$ cat src/rtl/led_blinker_mc.sv
// Multi-channel E1 status LED blinker: derives per-LED blink patterns from a prescaled
// phase counter and pushes changed patterns to a shift-register interface.
// Optional periodic refresh is compiled in with `define LED_REFRESH_EN.
module led_blinker_mc #(
    parameter int CHAN_N   = 2,
    parameter int DIV_LOG2 = 16
) (
    input  logic                  clk,
    input  logic                  rst_n,
    input  logic [4*CHAN_N-1:0]   led_state,
    input  logic                  en,
    output logic [2*CHAN_N-1:0]   sr_val,
    output logic                  sr_go,
    input  logic                  sr_rdy
);

    localparam int unsigned LED_N = 2 * CHAN_N;

    localparam logic S_IDLE = 1'b0;
    localparam logic S_HOLD = 1'b1;

    logic                state;
    logic [DIV_LOG2-1:0] presc;
    logic [3:0]          phase;
    logic                tick;
    logic [LED_N-1:0]    pattern;
    logic [LED_N-1:0]    last_sent;
    logic                force_flag;
    logic                en_q;
    logic                en_rise;
    logic                refresh;
    logic                issue;

    assign tick    = &presc;
    assign en_rise = en & ~en_q;

`ifdef LED_REFRESH_EN
    assign refresh = tick && (phase == 4'hF);
`else
    assign refresh = 1'b0;
`endif

    always_comb begin
        pattern = '0;
        for (int unsigned k = 0; k < LED_N; k++) begin
            case (led_state[2*k +: 2])
                2'b00:   pattern[k] = 1'b0;
                2'b01:   pattern[k] = 1'b1;
                2'b10:   pattern[k] = ~phase[3];
                default: pattern[k] = ~phase[1];
            endcase
        end
    end

    // An en rising edge is folded into the current eligibility check so that
    // it does not cause a second, redundant transfer once consumed.
    assign issue = (state == S_IDLE) && en && sr_rdy &&
                   ((pattern != last_sent) || force_flag || en_rise);

    always_ff @(posedge clk or negedge rst_n) begin
        if (!rst_n) begin
            presc <= '0;
            phase <= '0;
        end else begin
            presc <= presc + 1'b1;
            if (tick) begin
                phase <= phase + 4'd1;
            end
        end
    end

    always_ff @(posedge clk or negedge rst_n) begin
        if (!rst_n) begin
            en_q       <= 1'b0;
            force_flag <= 1'b1;
        end else begin
            en_q <= en;
            // A new request raised in the same cycle as a transfer takes precedence.
            if (refresh || (en_rise && !issue)) begin
                force_flag <= 1'b1;
            end else if (issue) begin
                force_flag <= 1'b0;
            end
        end
    end

    always_ff @(posedge clk or negedge rst_n) begin
        if (!rst_n) begin
            state     <= S_IDLE;
            sr_go     <= 1'b0;
            sr_val    <= '0;
            last_sent <= '0;
        end else begin
            sr_go <= issue;
            case (state)
                S_IDLE: begin
                    if (issue) begin
                        state     <= S_HOLD;
                        sr_val    <= pattern;
                        last_sent <= pattern;
                    end
                end
                default: state <= S_IDLE;
            endcase
        end
    end

endmodule

$ cat config.mk
export PLATFORM = sky130hd
export DESIGN_NAME = led_blinker_mc
export DESIGN_NICKNAME = d
export VERILOG_FILES = /design/src/rtl/led_blinker_mc.sv
export SDC_FILE = /design/constraint.sdc
export NUM_CORES = 1
export LEC_CHECK = 0
export BUFFER_PORTS_ARGS = -buffer_cell sky130_fd_sc_hd__buf_4
export CORE_ASPECT_RATIO = 1.5
export CORE_MARGIN = 5
export CORE_UTILIZATION = 23
export CTS_BUF_LIST = sky130_fd_sc_hd__clkbuf_2
export DETAILED_ROUTE_END_ITERATION = 10
export PLACE_DENSITY_LB_ADDON = 0.12
export SYNTH_ARGS = -nofsm -noshare
export SYNTH_HDL_FRONTEND = slang
export SYNTH_SLANG_ARGS = --single-unit
$ cat constraint.sdc
create_clock -name clk -period 1.8 [get_ports clk]
set_clock_uncertainty 0.05 [all_clocks]
set_input_delay 0.18 -clock clk [delete_from_list [all_inputs] [get_ports clk]]
set_output_delay 0.18 -clock clk [all_outputs]
set_load 0.01 [all_outputs]
==> flow_metrics.tcl, run 1 <==
set metrics [dict create \
    hold_path.startpoint "led_state[6]" \
    detail_route.iter0.violations 8 \
    rsz0062_at_grt "no" \
    status "finished clean" \
    grt_pass1_vias 980 \
    setup.worst_path.start "presc[7]" \
    seq_area_frac_synth 0.543 \
    period_needed_ns 1.55 \
    avgViaCountPerCell 4.24 \
    postRouteWirelength_um 2560 \
    die_area_um2 7250 \
    vias 864 \
    cp-end-kind "flop" \
    cp.required_ns 2.04 \
    slew_violations 0 \
    yosysTopAreaCellShare 0.523 \
    pre_cts_slack_ns 0.239 \
    ctsHoldBuffers 2 \
    peakVddDrop_mv 0.235 \
    grt_util_met3 0.0167 \
    final_area_um2 1550 \
    cts_buffers 3 \
    grt_usage 0.0808 \
    clock.fmax_mhz 645 \
    worstSetupPathType "flop to flop" \
    use_met2 0.143 \
    cap_violations 0 \
    htree_levels 1 \
    relSlewSlack 0.733 \
    hold_slack_ns 0.0735 \
    drive_above_1_share 0.231 \
    syn_area_um2 1290 \
    final_cells 204 \
    final-hold-violation-count 0 \
    ys.flop_type "dfrtp_1" \
    grt_max_degree 29 \
    syn_nets 125 \
    postSynthCellCount 111 \
    yosysTopAreaCell "dfrtp_1" \
    cts.path.max_buffers 2 \
    rr_startpoint "presc[7]" \
    cts.sinks 28 \
    start_kind "flop" \
    grt.overflow.total 0 \
    power_leakage_nw 0.728 \
    worstPathMaxFanout 6 \
    syn_to_final_growth_pct 19.9 \
    grt_pass1_wl_um 4620 \
    dp.cells 198 \
    netlist_top_cells_area "dfrtp_1 (52%), xnor2_1 (7.5%), xor2_1 (6.1%)" \
    dieHeight_um 102 \
    ys_warn_count 0 \
    globalplace.congestion 0.704 \
    pwr_density_cell_nw_per_um2 668 \
    final_nets 149 \
    finalSetupViolCount 0 \
    diodes 0 \
    top_usage_layer "met2" \
    cts_resized 0 \
    fin_crit_sh 0.862 \
    avgSynthCellArea_um2 11.6 \
    placed_area_um2 1510 \
    min_path_cells 3 \
    synthArstFlopShare 1.00 \
    synth.most_common_cell "dfrtp_1" \
    r2r_cells 4 \
    hp-class "primary input to flop" \
    cts_tree "built" \
    fin_ws_ns 0.248 \
    die_w_um 71.2 \
    io_buffer_count 16 \
    synth_seq_cells 28 \
    power_mw 1.04 \
    cts_root_buf "clkbuf_2" \
    synth_cell_types 32 \
    arrival_ns 1.79 \
    synth_edf_count 0 \
    coreArea_um2 5450 \
    path_clk_slew_ns 0.28 \
    dr.pass1.iters 3 \
    ios 17 \
    drc 0 \
    post_cts_buffers 0 \
    wl_per_cell_um 12.6 \
    antenna_found_initial 0 \
    utilization 0.284 \
    clock_latency_ns 0.38 \
    worst_pin_slew_ns 0.399 \
    place_hpwl_um 1910 \
    start_util 0.237 \
    postRouteAntennaNets 0 \
    fp-row-count 33 \
    grt_use_met1 0.0954 \
    synthTopCellsByCount "dfrtp_1 (27), xnor2_1 (11), nand2_1 (10), nand3_1 (9), xor2_1 (9)" \
    tns_ns 0 \
]
-- state kept, by name (all words and copies together) (netlist names) --
signal and count:
presc 16, last_sent 4, phase 4, en_q 1
force_flag 1, sr_go 1, state 1
-- critical path, cell delays in order (launching register included) --
cell and delay (ns):
dfrtp_1 0.48, nand3_2 0.19, nor3_2 0.29, nand2_1 0.14, mux2_4 0.31
-- layer usage --
| layer | up-vias | wire length, um |
|---|---|---|
| met3 | 5 | 165 |
| met1 | 408 | 1080 |
| met4 | 0 | 42 |
| li1 | 431 | - |
| met5 | - | 0 |
| met2 | 20 | 1280 |
-- report_power, final --
group	leakage [nW]	switching (mW)	internal [mW]	total (mW)
Sequential	0.361	0.0167	0.654	0.671
Clock	0.0140	0.192	0.0482	0.240
Combinational	0.353	0.0623	0.0624	0.125
-- final timing paths --
| kind | end | slack (ns) |
|---|---|---|
| setup / recovery | phase[1] | 0.25 |
| hold / removal | last_sent[3] | 0.07 |
| setup reg to reg | phase[1] | 0.25 |
| hold reg to reg | phase[2] | 0.44 |
| max in group asynchronous | force_flag | 1.23 |
| min in group asynchronous | presc[11] | 0.15 |
-- placed cells by master, fill, tap and decap left out --
master | synthesis | routed
nor3_1 | 3 | 3
buf_4 | 0 | 18
dlygate4sd3_1 | 0 | 2
nor3_2 | 1 | 1
a21bo_2 | 1 | 1
nand2_1 | 10 | 10
nand3b_1 | 1 | 1
nand4_2 | 1 | 1
a41oi_1 | 2 | 2
a21o_1 | 2 | 2
nand4_1 | 1 | 1
o21ai_0 | 5 | 5
nor2_1 | 2 | 2
ha_1 | 2 | 2
and2_1 | 1 | 1
a21oi_1 | 3 | 3
or3b_1 | 1 | 1
xnor2_1 | 11 | 11
clkinv_1 | 0 | 1
and4_4 | 1 | 1
dfstp_2 | 1 | 1
inv_1 | 4 | 4
nor3b_1 | 2 | 2
nand4_4 | 1 | 1
nand3_2 | 1 | 1
nor2b_1 | 2 | 2
nand3_1 | 9 | 9
and3_1 | 2 | 2
and3_2 | 1 | 1
dfrtp_1 | 27 | 27
mux2_4 | 1 | 1
clkbuf_2 | 0 | 3
nor4_4 | 1 | 1
nor4_1 | 1 | 1
xor2_1 | 9 | 9
-- cell families (layout without fill, tap and decap cells) --
| kind of cell | Yosys count | count (layout) | synth area share |
|---|---|---|---|
| and+or+nand+nor | 42 | 42 | 0.212 |
| DFF | 28 | 28 | 0.543 |
| xor gates and xnor gates | 20 | 20 | 0.136 |
| AOI/OAI and AO/OA | 13 | 13 | 0.0639 |
| buffers and inverters | 5 | 28 | 0.0145 |
| adders and majority gates | 2 | 2 | 0.0194 |
| muxes | 1 | 1 | 0.0116 |
-- layout make-up --
cell class / instances / area [um2]
Tap cell: 70 / 87.6
Clock inverter: 1 / 3.75
Sequential cell: 28 / 702
Timing Repair Buffer: 20 / 155
Inverter: 4 / 15.0
Fill cell: 580 / 3900
Clock buffer: 3 / 15.0
Multi-Input combinational cell: 78 / 572
(Power assumes the default switching activity.)
==> inputs of run 2 (changes only) <==
--- a/config.mk
+++ b/config.mk
@@ -11,7 +11,7 @@
 export CORE_UTILIZATION = 23
 export CTS_BUF_LIST = sky130_fd_sc_hd__clkbuf_2
 export DETAILED_ROUTE_END_ITERATION = 10
-export PLACE_DENSITY_LB_ADDON = 0.12
+export PLACE_DENSITY = 0.45
 export SYNTH_ARGS = -nofsm -noshare
 export SYNTH_HDL_FRONTEND = slang
 export SYNTH_SLANG_ARGS = --single-unit
==> run 2 against run 1 <==
Compared with the run above: final area stayed put; worst hold slack worse by 0.0037 ns; total power is 0.79% lower; critical path depth is 1 higher; die area stayed put; largest cell class unchanged; critical endpoint unchanged; global-route usage is 0.87 points lower; sequential cell count stayed put.
==> flow_metrics.tcl, run 2 (synthesized netlist as in run 1, its figures left out) <==
set metrics [dict create \
    die_area_um2 7250 \
    cts.sinks 28 \
    switchingPower_mw 0.263 \
    placed_area_um2 1510 \
    status "finished clean" \
    dieHeight_um 102 \
    drc 0 \
    globalplace.congestion 0.831 \
    cts_root_buf "clkbuf_2" \
    worstSetupPathType "flop to flop" \
    antenna_found_initial 0 \
    grt_max_degree 29 \
    grt_pass1_vias 970 \
    cts.path.max_buffers 2 \
    ctsHoldBuffers 2 \
    final-hold-violation-count 0 \
    diodes 0 \
    postRouteAntennaNets 0 \
    place_hpwl_um 1840 \
    final_cell_mix "dfrtp_1 (27), buf_4 (18), xnor2_1 (11)" \
    syn_to_final_growth_pct 19.9 \
    reg_top3 "presc: 16 flops, last_sent: 4 flops, phase: 4 flops" \
    clock.fmax_mhz 629 \
    htree_levels 1 \
    start_util 0.237 \
    cts_resized 0 \
    post_cts_buffers 0 \
    dr.pass1.iters 4 \
    ios 17 \
    final_common_cell "dfrtp_1" \
    fp-row-count 33 \
    hp-class "primary input to flop" \
    fin_crit_sh 0.884 \
    path_clk_slew_ns 0.25 \
    cp.required_ns 2.04 \
    wl_per_cell_um 11.7 \
    cap_violations 0 \
    cp-end-kind "flop" \
    hold_slack_ns 0.0698 \
    vias 873 \
    coreArea_um2 5450 \
    pwr_density_cell_nw_per_um2 663 \
    relSlewSlack 0.743 \
    pre_cts_slack_ns 0.221 \
    dp.cells 198 \
    io_buffer_count 16 \
    cts_tree "built" \
    postRouteWirelength_um 2390 \
    swShare 0.256 \
    final_nets 149 \
    grt_pass1_wl_um 4280 \
    fin_ws_ns 0.209 \
    final_area_um2 1550 \
    path_buf_inv 0 \
    grt.overflow.total 0 \
    utilization 0.284 \
    largest_reg_flops 16 \
    worst_pin_slew_ns 0.384 \
    power_mw 1.03 \
    crit_family "flip-flops" \
    avgViaCountPerCell 4.28 \
    p_comb_frac 0.121 \
    cp_slowest_cell "dfrtp_1" \
    arrival_ns 1.84 \
    critPathMostFrequentCell "nand2_1" \
    cts_buffers 3 \
    grt_usage 0.0722 \
    crit_path_max_incr_delay_ns 0.48 \
    path_cells "ha_1, nand2_1, nor2_1, nand2_1, mux2_4" \
    clock_latency_ns 0.37 \
    slew_violations 0 \
    finalSetupViolCount 0 \
    period_needed_ns 1.59 \
    worstPathMaxFanout 4 \
    final_cells 204 \
    largest_register "presc" \
    start_kind "flop" \
    seqPwrFrac 0.652 \
    drive_above_1_share 0.231 \
    tns_ns 0 \
    peakVddDrop_mv 0.218 \
    die_w_um 71.2 \
    rsz0062_at_grt "no" \
    internal-power_mw 0.765 \
    power_leakage_nw 0.728 \
    pwr-share-clk 0.227 \
    detail_route.iter0.violations 42 \
]
[run 2: cell type report]
type	count	area, um2
flip-flops and latches	28	702
fillers	591	3900
inverters	4	15.0
clock inverters	1	3.75
well taps	70	87.6
multi-input cells	78	572
clock buffers	3	15.0
repair buffers	20	155
[run 2: tightest hold or removal path, delay by kind of cell]
kind	cells	cell delay [ns]
AOI/OAI and AO/OA	2	0.21
buffers and inverters	1	0.08
[run 2: metal layers]
metal | GRT usage | routed length [um] | vias to the layer above
met1 | 0.0792 | 1050 | 415
met2 | 0.132 | 1150 | 22
met3 | 0.0187 | 147 | 5
met5 | 0 | 0 | -
li1 | - | - | 431
met4 | 0.0260 | 40 | 0
[run 2: power by group through the flow]
stage / clock network, mW / logic [mW] / registers (mW)
after floorplan: 0 / 0.0458 / 0.687
after global placement: 0 / 0.123 / 0.680
after detailed placement: 0 / 0.125 / 0.681
after CTS: 0.252 / 0.129 / 0.670
after global routing: 0.275 / 0.143 / 0.674
final: 0.233 / 0.124 / 0.670
[run 2: final timing paths]
kind | from | to | depth (start not counted) | slack (ns)
max | presc[1] | phase[1] | 5 | 0.21
min | led_state[6] | last_sent[3] | 3 | 0.07
max reg2reg | presc[1] | phase[1] | 5 | 0.21
min reg2reg | phase[2] | phase[2] | 1 | 0.44
max in group asynchronous | rst_n | force_flag | 2 | 1.23
min in group asynchronous | rst_n | last_sent[3] | 2 | 0.16
